### config.mk
export PLATFORM = sky130hd
export DESIGN_NAME = al422_fifo_writer
export DESIGN_NICKNAME = d
export VERILOG_FILES = /design/src/rtl/al422_fifo_writer.sv
export SDC_FILE = /design/constraint.sdc
export NUM_CORES = 1
export LEC_CHECK = 0
export ABC_AREA = 1
export CAP_MARGIN = 20
export CORE_MARGIN = 4
export CORE_UTILIZATION = 30
export DETAILED_ROUTE_END_ITERATION = 6
export GPL_TIMING_DRIVEN = 0
export REMOVE_ABC_BUFFERS = 1
export SETUP_SLACK_MARGIN = 0.4
export SKIP_LAST_GASP = 1
export SLEW_MARGIN = 5
export SYNTH_ARGS = -nofsm -noshare
export SYNTH_HDL_FRONTEND = slang
export SYNTH_SLANG_ARGS = --single-unit
### constraint.sdc
create_clock -name in_clk -period 2.84 [get_ports in_clk]
set_input_delay 0.568 -clock in_clk [delete_from_list [all_inputs] [get_ports in_clk]]
set_output_delay 0.568 -clock in_clk [all_outputs]
set_load 0.005 [all_outputs]
### src/rtl/al422_fifo_writer.sv
// rtl/al422_fifo_writer.sv - AL422 frame FIFO write-port controller (WCK, /WE, /WRST, DI) fed by a valid/ready byte stream.
// Optional mid-frame abort on frame_start is enabled by defining AL422_FRAME_ABORT_EN.
module al422_fifo_writer #(
    parameter int FRAME_BYTES = 24,
    parameter int RST_CYCLES  = 4
) (
    input  logic       in_clk,
    input  logic       in_nrst,
    input  logic       frame_start,
    input  logic [7:0] in_data,
    input  logic       in_valid,
    output logic       in_ready,
    output logic [7:0] al422_data_out,
    output logic       al422_wck_out,
    output logic       al422_nwe_out,
    output logic       al422_nwrst_out,
    output logic       module_is_busy,
    output logic       frame_done
);

    localparam int CNT_W = $clog2(FRAME_BYTES + 1);
    localparam int RC_W  = $clog2(2 * RST_CYCLES + 1);
    localparam logic [CNT_W-1:0] LAST_CNT = CNT_W'(FRAME_BYTES - 1);
    localparam logic [RC_W-1:0]  RST_LAST = RC_W'(2 * RST_CYCLES - 1);

    typedef enum logic [1:0] {
        ST_IDLE,
        ST_RESET,
        ST_WRITE,
        ST_FLUSH
    } state_t;

    state_t           state_q, state_d;
    logic [CNT_W-1:0] cnt_q, cnt_d;
    logic [RC_W-1:0]  rst_cnt_q, rst_cnt_d;
    logic [7:0]       data_q, data_d;
    logic             wck_q, wck_d;
    logic             nwe_q, nwe_d;
    logic             nwrst_q, nwrst_d;
    logic             busy_q, busy_d;
    logic             done_q, done_d;

    // A byte is taken only on the cycle that ends with the WCK fall.
    assign in_ready = (state_q == ST_WRITE) && wck_q;

    always_comb begin
        state_d   = state_q;
        cnt_d     = cnt_q;
        rst_cnt_d = rst_cnt_q;
        data_d    = data_q;
        wck_d     = wck_q;
        nwe_d     = nwe_q;
        nwrst_d   = nwrst_q;
        busy_d    = busy_q;
        done_d    = 1'b0;

        case (state_q)
            ST_IDLE: begin
                if (frame_start) begin
                    state_d   = ST_RESET;
                    cnt_d     = '0;
                    rst_cnt_d = '0;
                    wck_d     = 1'b0;
                    nwe_d     = 1'b1;
                    nwrst_d   = 1'b0;
                    busy_d    = 1'b1;
                end
            end
            ST_RESET: begin
                wck_d = ~wck_q;
                if (rst_cnt_q == RST_LAST) begin
                    state_d = ST_WRITE;
                    nwrst_d = 1'b1;
                    wck_d   = 1'b0;
                end else begin
                    rst_cnt_d = rst_cnt_q + 1'b1;
                end
            end
            ST_WRITE: begin
                wck_d = ~wck_q;
                if (wck_q) begin
                    if (in_valid) begin
                        data_d = in_data;
                        nwe_d  = 1'b0;
                        cnt_d  = cnt_q + 1'b1;
                        if (cnt_q == LAST_CNT) begin
                            state_d = ST_FLUSH;
                        end
                    end else begin
                        nwe_d = 1'b1;
                    end
                end
            end
            ST_FLUSH: begin
                // First edge raises WCK to commit the last byte, second closes the frame.
                if (!wck_q) begin
                    wck_d = 1'b1;
                end else begin
                    wck_d   = 1'b0;
                    nwe_d   = 1'b1;
                    done_d  = 1'b1;
                    busy_d  = 1'b0;
                    state_d = ST_IDLE;
                end
            end
            default: begin
                state_d = ST_IDLE;
            end
        endcase

`ifdef AL422_FRAME_ABORT_EN
        if (frame_start && (state_q != ST_IDLE)) begin
            state_d   = ST_RESET;
            cnt_d     = '0;
            rst_cnt_d = '0;
            wck_d     = 1'b0;
            nwe_d     = 1'b1;
            nwrst_d   = 1'b0;
            busy_d    = 1'b1;
            done_d    = 1'b0;
        end
`else
`endif
    end

    always_ff @(posedge in_clk or negedge in_nrst) begin
        if (!in_nrst) begin
            state_q   <= ST_IDLE;
            cnt_q     <= '0;
            rst_cnt_q <= '0;
            data_q    <= 8'h00;
            wck_q     <= 1'b0;
            nwe_q     <= 1'b1;
            nwrst_q   <= 1'b1;
            busy_q    <= 1'b0;
            done_q    <= 1'b0;
        end else begin
            state_q   <= state_d;
            cnt_q     <= cnt_d;
            rst_cnt_q <= rst_cnt_d;
            data_q    <= data_d;
            wck_q     <= wck_d;
            nwe_q     <= nwe_d;
            nwrst_q   <= nwrst_d;
            busy_q    <= busy_d;
            done_q    <= done_d;
        end
    end

    assign al422_data_out  = data_q;
    assign al422_wck_out   = wck_q;
    assign al422_nwe_out   = nwe_q;
    assign al422_nwrst_out = nwrst_q;
    assign module_is_busy  = busy_q;
    assign frame_done      = done_q;

endmodule
==> results.yml <==
layout:
  post_route_cells_drive_above_1_share_pct: 11.6
  num-fill-cells: 410
  areaGrowthSynthToFinish_pct: 32.9
  num_antenna_cells: 0
  fin_cells: 240
  fin_nets: 210
  post-route-util_pct: 41.6
timing:
  fmax_ghz: 0.442
  clock-skew-final_ps: 4.44
  finalHoldViolCount: 0
  report.final.setup_viol: 0
  unrepaired_setup_endpoints_after_global_routing: "false"
  tightest_slew_ps: 593
  relSlewSlack_pct: 60.3
  final_critical_path_required_period_ps: 2260
  finalCritPeriodShare_pct: 79.6
  fin_setup_tns_ps: 0
  report.final.slew_viol_count: 0
yosys:
  synth_top_cells_by_count: "51 x nand2_1, 22 x dfrtp_1, 19 x nand3_1"
  synthesis.area_mm2: 0.00127
  ys_async_sr_fraction_pct: 100
  ys.warnings.count: 0
  synth_top_area_share_pct: 43.3
  synth-edff-count: 0
  number_of_register_bits_inferred_by_synthesis: 24
  synth_ff_type: "dfrtp_1"
  netlist.top_cell.by_area: "dfrtp_1"
  syn_avg_cell_area_um2: 7.95
  post_synth_inst_count: 160
  synth-seq-area-share_pct: 47.4
  post-synth-top-count-cell: "nand2_1"
  leading_cell_types_by_total_area_after_synthesis: "dfrtp_1 43%, nand2_1 15%, nand3_1 7.5%"
  ys_types: 21
critical_path:
  critical_path_arrival_ps: 1690
  start_kind: "register"
  path_max_fanout: 10
  timing.critical_path.slowest_stage_cell: "clkdlybuf4s50_1"
  path_class: "register to output port"
  slowest_delay_ps: 510
  worstPathRequired_ps: 2270
  worstSetupEndpointType: "output port"
  timing.critical_path.cells: "inv_2 > ha_4 > nand2_1 > inv_4 > clkdlybuf4s50_1"
cts:
  cts.sinks: 24
  clock_tree_from_tritoncts: "built"
  clock_root_cell: "clkbuf_8"
  worstSkewPairLatency_ps: 270
  clkSlewWorstSetupHoldPaths_ps: 90
  clock_path_buffers: 2
  cts_htree_levels: 1
  cts_buffers: 3
placement:
  portBuffers: 25
  place_inst: 233
  routabilityCongestion: 0.759
  detailed_place_hpwl_um: 1980
floorplan:
  fp.dieW_um: 73.1
  core_region_area_mm2: 0.00406
  row_count: 23
  floorplan.die_area_mm2: 0.00534
  pin_count: 26
  fp.dieH_um: 73.1
  initial_core_util_pct: 31.3
route:
  detail_route.wl_per_cell_um: 11.2
  drc: 0
  vias_per_cell: 4.53
  overall_routed_net_length_um: 2690
  ant_nets: 0
  drt_first_pass_iters: 4
  vias: 1088
  dr_iter_0_viols: 39
pwr:
  power.total_mw: 1.55
  ir_drop_v: 0.000308
  pwr_density_cell_mw_per_mm2: 920
  cellLeakagePower_nw: 0.842
global_route:
  number_of_global_route_vias_before_repair: 1004
  grt_pass1_wl_um: 4600
  grt_antenna_before_repair: 0
  grt.total_usage_pct: 10.9
  overflow: 0
  grt_max_degree: 25
run:
  max_cap_violations: 0
status:
  outcome: "finished, final reports clean"
min_path:
  holdCritPathClass: "register to register"
-- placed cells by master, fill, tap and decap left out --
master           count
nor2_4               1
buf_4                2
o21bai_1             1
buf_8                1
or2_2                1
nand3_1             19
nand3b_1             1
xor2_1               1
bufinv_16            1
dfstp_2              2
nor2_2               1
inv_4                1
ha_4                 1
nand2_1             51
nor2_1               5
inv_1               17
o21ai_0              7
o21ai_1              6
ha_1                 6
nand4_1              5
clkbuf_8             3
nand2_2              5
a21oi_1              2
inv_2                3
clkdlybuf4s50_1     25
dfrtp_1             22
-- what timing repair did --
item	in CTS	in global routing
endpoints found under the setup margin	1	1
setup buffers	0	2
cloned	0	0
gates resized for setup	2	2
hold buffers	0	0
-- worst paths after layout --
kind / start / endpoint / slack [ps] / depth (start not counted)
worst max-delay path: state_q[0] / in_ready / 580 / 5
worst min-delay path: al422_data_out[5] / al422_data_out[5] / 480 / 2
worst max register to register: state_q[1] / state_q[1] / 1230 / 8
worst min register to register: al422_data_out[5] / al422_data_out[5] / 480 / 2
max in group asynchronous: in_nrst / al422_nwrst_out / 1590 / 2
min in group asynchronous: in_nrst / al422_data_out[1] / 670 / 1
-- final cells by class --
cell class,instances,area (µm²),share of cell area [%]
clock buffers,3,41.3,2.44
clock inverters,1,30.0,1.78
inverters,21,81.3,4.81
multi-input cells,113,591,35.0
flip-flops and latches,24,603,35.7
well taps,50,62.6,3.70
repair buffers,28,280,16.6
-- power breakdown --
| part | internal (mW) | leakage (nW) | switching (mW) | total [mW] |
|---|---|---|---|---|
| Combinational | 0.326 | 0.498 | 0.391 | 0.717 |
| Sequential | 0.453 | 0.308 | 0.0841 | 0.538 |
| Clock | 0.188 | 0.0357 | 0.112 | 0.300 |
-- cells by family after synthesis --
family / Yosys count / synth area share, %
buffers and inverters: 23 / 7.09
adders and majority gates: 7 / 6.89
and+or+nand+nor: 89 / 31.4
xor gates and xnor gates: 1 / 0.689
DFF: 24 / 47.4
AOI/OAI and AO/OA: 16 / 6.50
-- routing by layer --
layer  track usage, %  part of all wire, %  vias up
met1             14.9                   48      489
li1                 -                    -      569
met5                0                    0        -
met3             2.75                  7.4        2
met4             3.07                  1.2        0
met2             16.8                   43       28
-- worst max-delay path: cells and delay by family (launching register included) --
family,cells,cell delay (ps)
buffers and inverters,3,740
and+or+nand+nor,1,80
adders and majority gates,1,160
DFF,1,430
-- sequential cells by signal, summed over array words and instances (netlist names) --
register and flops:
cnt_q 5, al422_data_out 8, al422_wck_out 1, al422_nwrst_out 1, state_q 2, module_is_busy 1, rst_cnt_q 4, al422_nwe_out 1
frame_done 1
-- stage by stage --
stage                     worst slack [ps]  instance area (µm²)  hold WS [ps]
after global placement                 486                 1570           456
after global routing                   476                 1690           501
after CTS                              404                 1660           483
final                                  579                 1690           476
after floorplan                       1220                 1260           272
after detailed placement               490                 1570           460
No activity file was read; power rests on OpenSTA's default activity.
